[config.mk]
export PLATFORM = sky130hd
export DESIGN_NAME = rx_buf_loader_flat
export DESIGN_NICKNAME = d
export VERILOG_FILES = /design/src/rtl/rx_buf_loader_if.sv /design/src/rtl/rx_buf_loader.sv /design/src/flat_wrapper.sv
export SDC_FILE = /design/constraint.sdc
export NUM_CORES = 1
export LEC_CHECK = 0
export BUFFER_PORTS_ARGS = -buffer_cell sky130_fd_sc_hd__buf_2
export CELL_PAD_IN_SITES_DETAIL_PLACEMENT = 1
export CELL_PAD_IN_SITES_GLOBAL_PLACEMENT = 2
export CORE_ASPECT_RATIO = 0.6
export CORE_MARGIN = 2
export CORE_UTILIZATION = 44
export DETAILED_ROUTE_END_ITERATION = 10
export GPL_TIMING_DRIVEN = 0
export PLACE_DENSITY = 0.82
export SETUP_SLACK_MARGIN = 0.1
export SLEW_MARGIN = 20
export SYNTH_ARGS = -nofsm -noshare
export SYNTH_HDL_FRONTEND = slang
export SYNTH_SLANG_ARGS = --single-unit
[constraint.sdc]
create_clock -name CLK -period 5.2 [get_ports CLK]
set_input_delay 1.56 -clock CLK [delete_from_list [all_inputs] [get_ports CLK]]
set_output_delay 1.56 -clock CLK [all_outputs]
set_load 0.005 [all_outputs]
[src/rtl/rx_buf_loader_if.sv]
// Register-access port between the Rx buffer loader and regs_writer.
// The loader is the master: it drives the request, and regs_writer returns read data and ACK_Rx.
interface rx_buf_loader_if;
  logic       REQ_Rx;
  logic       RNW_Rx;
  logic [7:0] ADDR_Rx;
  logic [7:0] WR_DATA_Rx;
  logic [7:0] RD_DATA_Rx;
  logic       ACK_Rx;

  modport master (
    output REQ_Rx, RNW_Rx, ADDR_Rx, WR_DATA_Rx,
    input  RD_DATA_Rx, ACK_Rx
  );

  modport slave (
    input  REQ_Rx, RNW_Rx, ADDR_Rx, WR_DATA_Rx,
    output RD_DATA_Rx, ACK_Rx
  );
endinterface

[src/rtl/rx_buf_loader.sv]
// Captures one received USB-PD message into a local buffer, then copies the byte count, frame type and
// message bytes into the TCPC register file and raises ALERT Receive-Status.
module rx_buf_loader #(
  parameter int unsigned MAX_BYTES   = 10,
  parameter logic [7:0]  ADDR_ALERT  = 8'h10,
  parameter logic [7:0]  ADDR_RXDET  = 8'h2F,
  parameter logic [7:0]  ADDR_RXCNT  = 8'h30,
  parameter int unsigned ACK_TIMEOUT = 64
) (
  input  logic                  CLK,
  input  logic                  RESET,
  input  logic                  MSG_START,
  input  logic                  BYTE_VALID,
  input  logic [7:0]            RX_BYTE,
  input  logic                  MSG_END,
  input  logic                  MSG_ERR,
  input  logic [2:0]            FRAME_TYPE,
  rx_buf_loader_if.master       bus,
  output logic                  BUSY,
  output logic                  DROP,
  output logic                  ERR
);
  localparam int unsigned CW = $clog2(MAX_BYTES + 1);
  localparam int unsigned TW = $clog2(ACK_TIMEOUT);

  typedef enum logic [2:0] {
    S_IDLE, S_RD_DET, S_RD_ALERT, S_WR_CNT, S_WR_FT, S_WR_BUF, S_WR_ALERT, S_DONE
  } state_t;

  state_t          state, state_n;
  logic            req_q, req_n;
  logic [TW-1:0]   timer, timer_n;
  logic [CW-1:0]   idx, idx_n;
  logic [7:0]      alert_l, alert_n;
  logic [2:0]      ft_l, ft_n;
  logic            drop_q, drop_n;
  logic            err_q, err_n;

  logic [CW-1:0]   cnt;
  logic            ovf;
  logic [7:0]      rx_mem [MAX_BYTES];

  logic            store_ok;
  logic [CW-1:0]   eff_cnt;
  logic [CW-1:0]   rem;
  logic            eff_ovf;
  logic            reject;

  // A byte arriving with MSG_END is counted before the acceptance decision.
  always_comb begin
    store_ok = BYTE_VALID && (cnt < CW'(MAX_BYTES));
    eff_cnt  = store_ok ? cnt + 1'b1 : cnt;
    eff_ovf  = ovf || (BYTE_VALID && !store_ok);
    rem      = eff_cnt - CW'(2);
    reject   = eff_ovf || (eff_cnt < CW'(2)) || (rem[1:0] != 2'b00) || (FRAME_TYPE > 3'd4);
  end

  always_ff @(posedge CLK) begin
    if (!RESET) begin
      cnt <= '0;
      ovf <= 1'b0;
    end else if (state == S_IDLE) begin
      if (MSG_START || MSG_ERR) begin
        cnt <= '0;
        ovf <= 1'b0;
      end else if (BYTE_VALID) begin
        if (store_ok) cnt <= cnt + 1'b1;
        else          ovf <= 1'b1;
      end
    end
  end

  always_ff @(posedge CLK) begin
    if (state == S_IDLE && !MSG_START && !MSG_ERR && store_ok)
      rx_mem[cnt] <= RX_BYTE;
  end

  always_ff @(posedge CLK) begin
    if (!RESET) begin
      state   <= S_IDLE;
      req_q   <= 1'b0;
      timer   <= '0;
      idx     <= '0;
      alert_l <= '0;
      ft_l    <= '0;
      drop_q  <= 1'b0;
      err_q   <= 1'b0;
    end else begin
      state   <= state_n;
      req_q   <= req_n;
      timer   <= timer_n;
      idx     <= idx_n;
      alert_l <= alert_n;
      ft_l    <= ft_n;
      drop_q  <= drop_n;
      err_q   <= err_n;
    end
  end

  // Each access state raises REQ from a low cycle, so REQ always idles one cycle between accesses.
  always_comb begin
    state_n = state;
    req_n   = req_q;
    timer_n = timer;
    idx_n   = idx;
    alert_n = alert_l;
    ft_n    = ft_l;
    drop_n  = 1'b0;
    err_n   = 1'b0;
    unique case (state)
      S_IDLE: begin
        if (MSG_ERR) begin
          drop_n = 1'b1;
        end else if (MSG_END) begin
          if (reject) begin
            drop_n = 1'b1;
          end else begin
            state_n = S_RD_DET;
            ft_n    = FRAME_TYPE;
            idx_n   = '0;
          end
        end
      end
      S_DONE: begin
        drop_n  = MSG_END;
        state_n = S_IDLE;
      end
      default: begin
        drop_n = MSG_END;
        if (!req_q) begin
          req_n   = 1'b1;
          timer_n = '0;
        end else if (bus.ACK_Rx) begin
          req_n = 1'b0;
          case (state)
            S_RD_DET: begin
              if (bus.RD_DATA_Rx[ft_l]) begin
                state_n = S_RD_ALERT;
              end else begin
                drop_n  = 1'b1;
                state_n = S_IDLE;
              end
            end
            S_RD_ALERT: begin
              if (bus.RD_DATA_Rx[2]) begin
                drop_n  = 1'b1;
                state_n = S_IDLE;
              end else begin
                alert_n = bus.RD_DATA_Rx;
                state_n = S_WR_CNT;
              end
            end
            S_WR_CNT:   state_n = S_WR_FT;
            S_WR_FT:    state_n = S_WR_BUF;
            S_WR_BUF: begin
              if (idx == cnt - 1'b1) state_n = S_WR_ALERT;
              else                   idx_n   = idx + 1'b1;
            end
            S_WR_ALERT: state_n = S_DONE;
            default:    state_n = S_IDLE;
          endcase
        end else if (timer == TW'(ACK_TIMEOUT - 1)) begin
          req_n   = 1'b0;
          err_n   = 1'b1;
          state_n = S_IDLE;
        end else begin
          timer_n = timer + 1'b1;
        end
      end
    endcase
  end

  always_comb begin
    bus.REQ_Rx     = req_q;
    bus.RNW_Rx     = 1'b0;
    bus.ADDR_Rx    = '0;
    bus.WR_DATA_Rx = '0;
    if (req_q) begin
      case (state)
        S_RD_DET: begin
          bus.RNW_Rx  = 1'b1;
          bus.ADDR_Rx = ADDR_RXDET;
        end
        S_RD_ALERT: begin
          bus.RNW_Rx  = 1'b1;
          bus.ADDR_Rx = ADDR_ALERT;
        end
        S_WR_CNT: begin
          bus.ADDR_Rx    = ADDR_RXCNT;
          bus.WR_DATA_Rx = 8'(cnt) + 8'd1;
        end
        S_WR_FT: begin
          bus.ADDR_Rx    = ADDR_RXCNT + 8'd1;
          bus.WR_DATA_Rx = {5'b0, ft_l};
        end
        S_WR_BUF: begin
          bus.ADDR_Rx    = ADDR_RXCNT + 8'd2 + 8'(idx);
          bus.WR_DATA_Rx = rx_mem[idx];
        end
        S_WR_ALERT: begin
          bus.ADDR_Rx    = ADDR_ALERT;
          bus.WR_DATA_Rx = alert_l | 8'h04;
        end
        default: ;
      endcase
    end
  end

  assign BUSY = (state != S_IDLE) && (state != S_DONE);
  assign DROP = drop_q;
  assign ERR  = err_q;
endmodule

[src/flat_wrapper.sv]
// flat-port wrapper written by rule: the top's interface ports become plain ports
module rx_buf_loader_flat 
#(
  parameter int unsigned MAX_BYTES   = 10,
  parameter logic [7:0]  ADDR_ALERT  = 8'h10,
  parameter logic [7:0]  ADDR_RXDET  = 8'h2F,
  parameter logic [7:0]  ADDR_RXCNT  = 8'h30,
  parameter int unsigned ACK_TIMEOUT = 64
)
  (CLK, RESET, MSG_START, BYTE_VALID, RX_BYTE, MSG_END, MSG_ERR, FRAME_TYPE, BUSY, DROP, ERR, bus_REQ_Rx, bus_RNW_Rx, bus_ADDR_Rx, bus_WR_DATA_Rx, bus_RD_DATA_Rx, bus_ACK_Rx);
  rx_buf_loader_if bus_i ();
  input  logic CLK;
  input  logic RESET;
  input  logic MSG_START;
  input  logic BYTE_VALID;
  input  logic [7:0] RX_BYTE;
  input  logic MSG_END;
  input  logic MSG_ERR;
  input  logic [2:0] FRAME_TYPE;
  output logic BUSY;
  output logic DROP;
  output logic ERR;
  output wire logic [$bits(bus_i.REQ_Rx)-1:0] bus_REQ_Rx;
  output wire logic [$bits(bus_i.RNW_Rx)-1:0] bus_RNW_Rx;
  output wire logic [$bits(bus_i.ADDR_Rx)-1:0] bus_ADDR_Rx;
  output wire logic [$bits(bus_i.WR_DATA_Rx)-1:0] bus_WR_DATA_Rx;
  input wire logic [$bits(bus_i.RD_DATA_Rx)-1:0] bus_RD_DATA_Rx;
  input wire logic [$bits(bus_i.ACK_Rx)-1:0] bus_ACK_Rx;
  assign bus_REQ_Rx = bus_i.REQ_Rx;
  assign bus_RNW_Rx = bus_i.RNW_Rx;
  assign bus_ADDR_Rx = bus_i.ADDR_Rx;
  assign bus_WR_DATA_Rx = bus_i.WR_DATA_Rx;
  assign bus_i.RD_DATA_Rx = bus_RD_DATA_Rx;
  assign bus_i.ACK_Rx = bus_ACK_Rx;
  rx_buf_loader #(.MAX_BYTES(MAX_BYTES), .ADDR_ALERT(ADDR_ALERT), .ADDR_RXDET(ADDR_RXDET), .ADDR_RXCNT(ADDR_RXCNT), .ACK_TIMEOUT(ACK_TIMEOUT)) u_core (.CLK(CLK), .RESET(RESET), .MSG_START(MSG_START), .BYTE_VALID(BYTE_VALID), .RX_BYTE(RX_BYTE), .MSG_END(MSG_END), .MSG_ERR(MSG_ERR), .FRAME_TYPE(FRAME_TYPE), .bus(bus_i), .BUSY(BUSY), .DROP(DROP), .ERR(ERR));
endmodule
Yosys cells after proc, flatten, opt, wreduce, memory -nomap -nowiden. Memory sizes are Yosys's and may differ from the RTL's. A register that Yosys moved wholly into a read port is not among the register bits. Index checks and enable logic that the tools add are counted.

Add/sub/neg operators: 7. $lt $le $gt $ge: 4. Equal/unequal tests: 18. Muxes and demuxes: 53. Bitwise operators: 7. Reductions and logical operators: 34.

Operator list (count): $mux 4 (12); $pmux 8 s5 (1); $pmux 8 s4 (1); $mux 3 (7); $mux 1 (19); $mux 6 (3); $pmux 3 s6 (1); $mux 8 (2); $eq 3x3->1 const B (4); $ne 2x2->1 const B (6); $reduce_bool 2->1 (5); $add 4x1->4 const B (2); $pmux 4 s2 (1); $reduce_and 8->1 (1); $add 6x4->7 const A (1); $not 1->1 (7); $add 6x1->6 const B (1); $eq 3x2->1 const B (2); $eq 6x6->1 const B (1); $logic_and 1x1->1 (6); $pmux 3 s2 (1); $reduce_and 3->1 (2); $reduce_and 6->1 (1); $reduce_bool 3->1 (2); 24 further kinds (34).

Flip-flop bits (word level): 31. RAM bits: 80. Bits of input ports: 26. Output and inout port bits: 21. Word-level logic and storage cells: 134. Memories kept: 1.

Memory list: u_core.rx_mem (words 10, width 8, rd ports 1, clocked after Yosys merged registers in 1, write ports 1, RTL line rx_buf_loader.sv:41) `logic [7:0] rx_mem [MAX_BYTES];`.

Depth between registers and ports, before layout. Gate-level depths: netlist of run 1.

Word-level depth: 14. Mapped depth: 8. Depth with buffers taken out: 7.

Least setup slack after synthesis of run 1. No wires, ideal clock.

Path type: register to output. Start: register with a tool-made name. End: output port bus_WR_DATA_Rx[4]. Data arrival time: 1.742 ns. Required time: 3.640 ns. Path slack: 1.898 ns. Stages on the path, launching flop included: 7. Path buffers: 1. Path through: dfxtp_1 -> clkbuf_1 -> mux4_2 -> nor2b_1 -> a211oi_1 -> a211oi_1 -> o211a_1.

RTL lines: to (decl) (RTL line flat_wrapper.sv:26) `output wire logic [$bits(bus_i.WR_DATA_Rx)-1:0] bus_WR_DATA_Rx;`.

==> results.cfg, run 1 <==
[flow_run]
drv_cap = 0

[synthesis]
synthSimpleGateAreaFrac_pct = 11.2
ys_types = 57
yosys_warnings = 0
syn_area_per_cell_sq_um = 12.9
synth_xor_xnor_area_share_pct = 2.58
synth_top_family_by_area = multiplexers
yosysMostFrequentCell = edfxtp_1
ys_seq_area_share_pct = 58.2
synth_compound_area_share_pct = 9.41
synthCells = 414
muxShareOfSynthArea_pct = 13.5
yosys.area_share.adder_pct = 2.11
synth-edff-count = 80
synth-main-ff-cell = edfxtp_1
synth_top_cell_area_share_pct = 45.0
synthesis.nets = 449
synth_seq_cells = 115
ys_top_cells_by_area = edfxtp_1, dfxtp_1, mux4_2
synthesis.area_sq_um = 5330
synth_async_sr_flop_share_pct = 0
ys_top_cells_by_count = edfxtp_1, dfxtp_1, nor2_1
synth_top_cell_by_area = edfxtp_1

[clocking]
clockBufferDepth = 2
cts.clk_slew.worst_paths_ns = 0.06
cts.sink_count = 115
clock_latency_ns = 0.42
cts_tree = yes
cts_resized = 0
post_cts_buffers = 0
ctsHtreeMaxLevel = 4
cts-root-buf = clkbuf_16
cts_buffers = 17
holdBufCountCts = 0

[pwr]
ir_drop_mv = 0.235
p_per_area_nw_per_um2 = 353
p_leak_uw = 0.00227

[floorplanning]
die_w_um = 146
rows = 31
core_sq_um = 11900
die-area_sq_um = 13000
die_y_um = 89.3
initial_core_util_pct = 44.6
io_pins = 47

[worst_setup_path]
crit_type = reg -> out
cp_max_fo = 10
critPathMaxStageDelay_ns = 0.37
crit_required_ns = 3.64
crit_chain = clkbuf_1 > buf_2 > mux4_2 > nor2b_1 > a211oi_1 > a211oi_1 > o211a_1 > buf_2
cp-start-kind = flop
worst_setup_path_end_kind = output port
slowest_stage = buf_2
critPathArrivalTime_ns = 2.64

[timing]
tightest_slew_ns = 0.747
tns_ns = 0
whs_ns = 0.503
min_period_over_period_pct = 80.8
slew_headroom_pct = 49.8
skew_ns = 0.0136
max_freq_mhz = 238
post-route-min-period_ns = 4.20
rsz0062_at_grt = no
drv_slew = 0
setup_violations = 0
finalHoldViolations = 0

[global_route]
grt_pass1_wl_mm = 21.8
grt_pass1_vias = 3719
grt_use_total_pct = 23.2
grt-ovfl-total = 0
antenna_found_initial = 0
grt_max_degree = 17

[route]
viasPerCell = 5.59
num_vias = 3658
avgRoutedWirePerCell_um = 21.7
firstDrtPassIters = 4
drtIter0Drc = 184
drc = 0
wirelength_mm = 14.2
antenna_left = 0

[status]
status = finished, final reports clean

[final_layout]
area_delta_synth_final_pct = 19.2
final_cells = 654
n_antenna_cell = 0
layout.nets = 511
fill_cells = 1242
drive_gt1_share_pct = 22.1

[worst_hold_path]
worstHoldPathType = reg -> reg

[placement]
gp_congestion = 0.872
placed_cells = 622
io_buffer_count = 43
hpwl_mm = 10.1
per-stage QoR:
step / instance area (sq um) / setup slack [ns] / util [%] / total power, uW
floorplan: 5330 / 1.90 / - / 1030
global placement: 5760 / 1.43 / 48.2 / 1050
detailed placement: 5760 / 1.42 / 48.2 / 1060
CTS: 6360 / 0.937 / 53.2 / 2260
global route: 6360 / 0.847 / 53.2 / 2300
finish: 6360 / 1.00 / 53.2 / 2240
sequential cells by signal (all words and copies together), names as in the netlist, named ones only:
signal	count
u_core.rx_mem	80
u_core.alert_l	7
u_core.timer	6
u_core.cnt	4
u_core.idx	4
u_core.ft_l	3
u_core.state	3
u_core.DROP	1
u_core.ERR	1
u_core.bus.REQ_Rx	1
u_core.ovf	1
metal layers:
metal | track usage (%) | vias up | part of all wire, %
met1 | 34.3 | 1833 | 50
li1 | - | 1703 | -
met4 | 7.06 | 0 | 1.1
met3 | 6.58 | 11 | 6.1
met5 | 0 | - | 0
met2 | 33.3 | 111 | 42
final cells by class:
type	instances	area [sq um]	area share, %
buffer	27	121	1.91
clock inverter	14	175	2.75
multi-input combinational	262	2070	32.6
tap	165	206	3.25
clock buffer	18	429	6.75
sequential	115	3100	48.8
timing repair buffer	43	215	3.38
inverter	10	37.5	0.590
power breakdown:
group / internal [uW] / leakage, uW / total (uW) / switching (uW)
Sequential: 981 / 0.00100 / 982 / 0.921
Combinational: 18.5 / 0.000977 / 56.1 / 37.6
Clock: 759 / 0.000288 / 1210 / 448
logic make-up (layout without fill, tap and decap cells):
family | after synthesis | after routing
compound gates | 78 | 78
xor+xnor | 14 | 14
fa+ha+maj | 9 | 9
buf+inv | 37 | 112
flops | 115 | 115
mux | 45 | 45
other cells | 1 | 1
simple gates | 115 | 115
critical path: cells and delay by family (launching register included):
kind,cells,cell delay (ns)
AO/OA/AOI/OAI,3,0.58
buffers and inverters,3,0.86
AND/OR/NAND/NOR,1,0.15
flip-flops,1,0.31
multiplexers,1,0.33
final timing paths:
| check | from | end | slack (ns) | cells past startpoint |
|---|---|---|---|---|
| setup reg to reg | u_core.cnt[0] | u_core.idx[1] | 2.58 | 8 |
| setup / recovery | flop | bus_WR_DATA_Rx[4] | 1.00 | 8 |
| hold reg to reg | u_core.alert_l[0] | u_core.alert_l[0] | 0.50 | 2 |
| hold / removal | u_core.alert_l[0] | u_core.alert_l[0] | 0.50 | 2 |
placed cells by master, fill, tap and decap left out, types with 10 or more instances in the layout:
cell and n:
edfxtp_1 80, buf_2 50, dfxtp_1 35, nor2_1 29
a21oi_1 21, nand2_1 20, o21ai_0 19, mux2i_1 19
clkbuf_1 18, clkbuf_16 17, mux4_2 13, nand3_1 13
xnor2_1 12, inv_1 10
(Power assumes the default switching activity.)
==> run 2, diff against run 1 <==
--- a/config.mk
+++ b/config.mk
@@ -10,10 +10,10 @@
 export CELL_PAD_IN_SITES_GLOBAL_PLACEMENT = 2
 export CORE_ASPECT_RATIO = 0.6
 export CORE_MARGIN = 2
-export CORE_UTILIZATION = 44
+export CORE_UTILIZATION = 41
 export DETAILED_ROUTE_END_ITERATION = 10
 export GPL_TIMING_DRIVEN = 0
-export PLACE_DENSITY = 0.82
+export PLACE_DENSITY = 0.77
 export SETUP_SLACK_MARGIN = 0.1
 export SLEW_MARGIN = 20
 export SYNTH_ARGS = -nofsm -noshare
==> constraint.sdc (replaced) <==
create_clock -name CLK -period 4.05 [get_ports CLK]
set_input_delay 1.215 -clock CLK [delete_from_list [all_inputs] [get_ports CLK]]
set_output_delay 1.215 -clock CLK [all_outputs]
set_load 0.005 [all_outputs]
==> results.cfg, run 2 (synthesized netlist as in run 1, its figures left out) <==
[route]
wl_met2_mm = 5.86
viasPerCell = 5.51
wirelength_mm = 14.0
drtIter0Drc = 212
num_vias = 3634
met3_length_um = 611
antenna_left = 0
firstDrtPassIters = 4
avgRoutedWirePerCell_um = 21.3
drc = 0
dr.max_layer_used = met4
wl_met1_mm = 7.48

[clocking]
ctsHtreeMaxLevel = 4
cts.sink_count = 115
cts_buffers = 17
cts_resized = 0
clockBufferDepth = 2
cts.clk_slew.worst_paths_ns = 0.05
post_cts_buffers = 0
cts_tree = yes
cts-root-buf = clkbuf_16
holdBufCountCts = 0
clock_latency_ns = 0.41

[pwr]
switchingPower_uw = 601
internal_power_uw = 2190
p_leak_uw = 0.00226
switching_share_pct = 21.5
p_comb_share_pct = 2.5
p_per_area_nw_per_um2 = 440
p_seq_share_pct = 45.1
ir_drop_mv = 0.326
p_clk_share_pct = 52.3

[timing]
post-route-min-period_ns = 3.77
setup_violations = 0
min_period_over_period_pct = 93.2
rsz0062_at_grt = no
drv_slew = 0
skew_ns = 0.00551
tightest_slew_ns = 0.697
max_freq_mhz = 265
tns_ns = 0
finalHoldViolations = 0
slew_headroom_pct = 53.2

[worst_setup_path]
cp_max_fo = 6
crit_path_end = bus_WR_DATA_Rx[4]
crit_type = reg -> out
cp-start-kind = flop
critPathArrivalTime_ns = 2.56
worst_setup_path_end_kind = output port
r2r-start = u_core.cnt[0]
crit_required_ns = 2.83
r2r_cells = 8
ff2ff_setup_slack_ns = 1.51

[global_route]
grt_pass1_wl_mm = 21.7
grt_max_degree = 17
grt_pass1_vias = 3731
grt-ovfl-total = 0
grt_use_total_pct = 21.5
antenna_found_initial = 0

[final_layout]
drive_gt1_share_pct = 22.3
largest_register = u_core.rx_mem
fill_cells = 1319
largest_reg_flops = 80
area_delta_synth_final_pct = 19.0
utilization_pct = 49.7
final_cell_mix = edfxtp_1, buf_2, dfxtp_1
final_common_cell = edfxtp_1
largestRegisters = u_core.rx_mem (80), u_core.alert_l (7), u_core.timer (6)
layout.nets = 511
n_antenna_cell = 0

[placement]
io_buffer_count = 43
hpwl_mm = 10.3
gp_congestion = 0.866

[worst_hold_path]
worstHoldPathType = reg -> reg
worstHoldStart = u_core.ovf

[floorplanning]
core_sq_um = 12800
die-area_sq_um = 14000
rows = 32
die_y_um = 92.4
io_pins = 47
initial_core_util_pct = 41.8
die_w_um = 151

[status]
status = finished, final reports clean

[flow_run]
drv_cap = 0
## run 2: worst min-delay path by stage
stage,endpoint,cells past startpoint
after floorplan,u_core.ovf,2
after global routing,u_core.ovf,2
final,u_core.ovf,2
after global placement,u_core.ovf,2
after detailed placement,u_core.ovf,2
after CTS,u_core.ovf,2
## run 2: metrics by stage
step	instance area (sq um)	total power, uW	worst slack (ns)	instances	hold WS [ns]
5_1_grt	6350	2880	0.104	659	0.542
2_1_floorplan	5330	1320	1.09	414	0.452
4_1_cts	6340	2820	0.148	659	0.495
3_5_place_dp	5760	1360	0.587	627	0.480
3_3_place_gp	5760	1350	0.603	627	0.469
6_report	6350	2790	0.276	659	0.490
## run 2: power groups by stage
| stage | clock (uW) | sequential (uW) | combinational (uW) |
|---|---|---|---|
| after floorplan | 0 | 1290 | 30.9 |
| after global placement | 0 | 1290 | 68.4 |
| after detailed placement | 0 | 1290 | 71.4 |
| after CTS | 1490 | 1260 | 71.7 |
| after global routing | 1540 | 1260 | 78.7 |
| final | 1460 | 1260 | 71.1 |
## run 2: worst max-delay path, stage by stage, from the launching register on
cell	delay [ns]
dfxtp_1	0.30
clkbuf_1	0.37
mux4_2	0.55
nor2b_1	0.15
a211oi_1	0.29
a211oi_1	0.09
o211a_1	0.27
buf_2	0.14
## run 2: per-layer routing
metal / up-vias / track usage, %
met3: 9 / 4.98
met4: 0 / 6.62
li1: 1701 / -
met1: 1851 / 33.6
met5: - / 0
met2: 73 / 29.3
## run 2: layout make-up
| class | instances | area, sq um | area share [%] |
|---|---|---|---|
| timing repair buffer | 43 | 215 | 3.39 |
| inverter | 10 | 37.5 | 0.591 |
| multi-input combinational | 262 | 2070 | 32.6 |
| buffer | 27 | 123 | 1.93 |
| clock buffer | 17 | 425 | 6.70 |
| clock inverter | 15 | 158 | 2.48 |
| tap | 170 | 213 | 3.35 |
| sequential | 115 | 3100 | 48.9 |
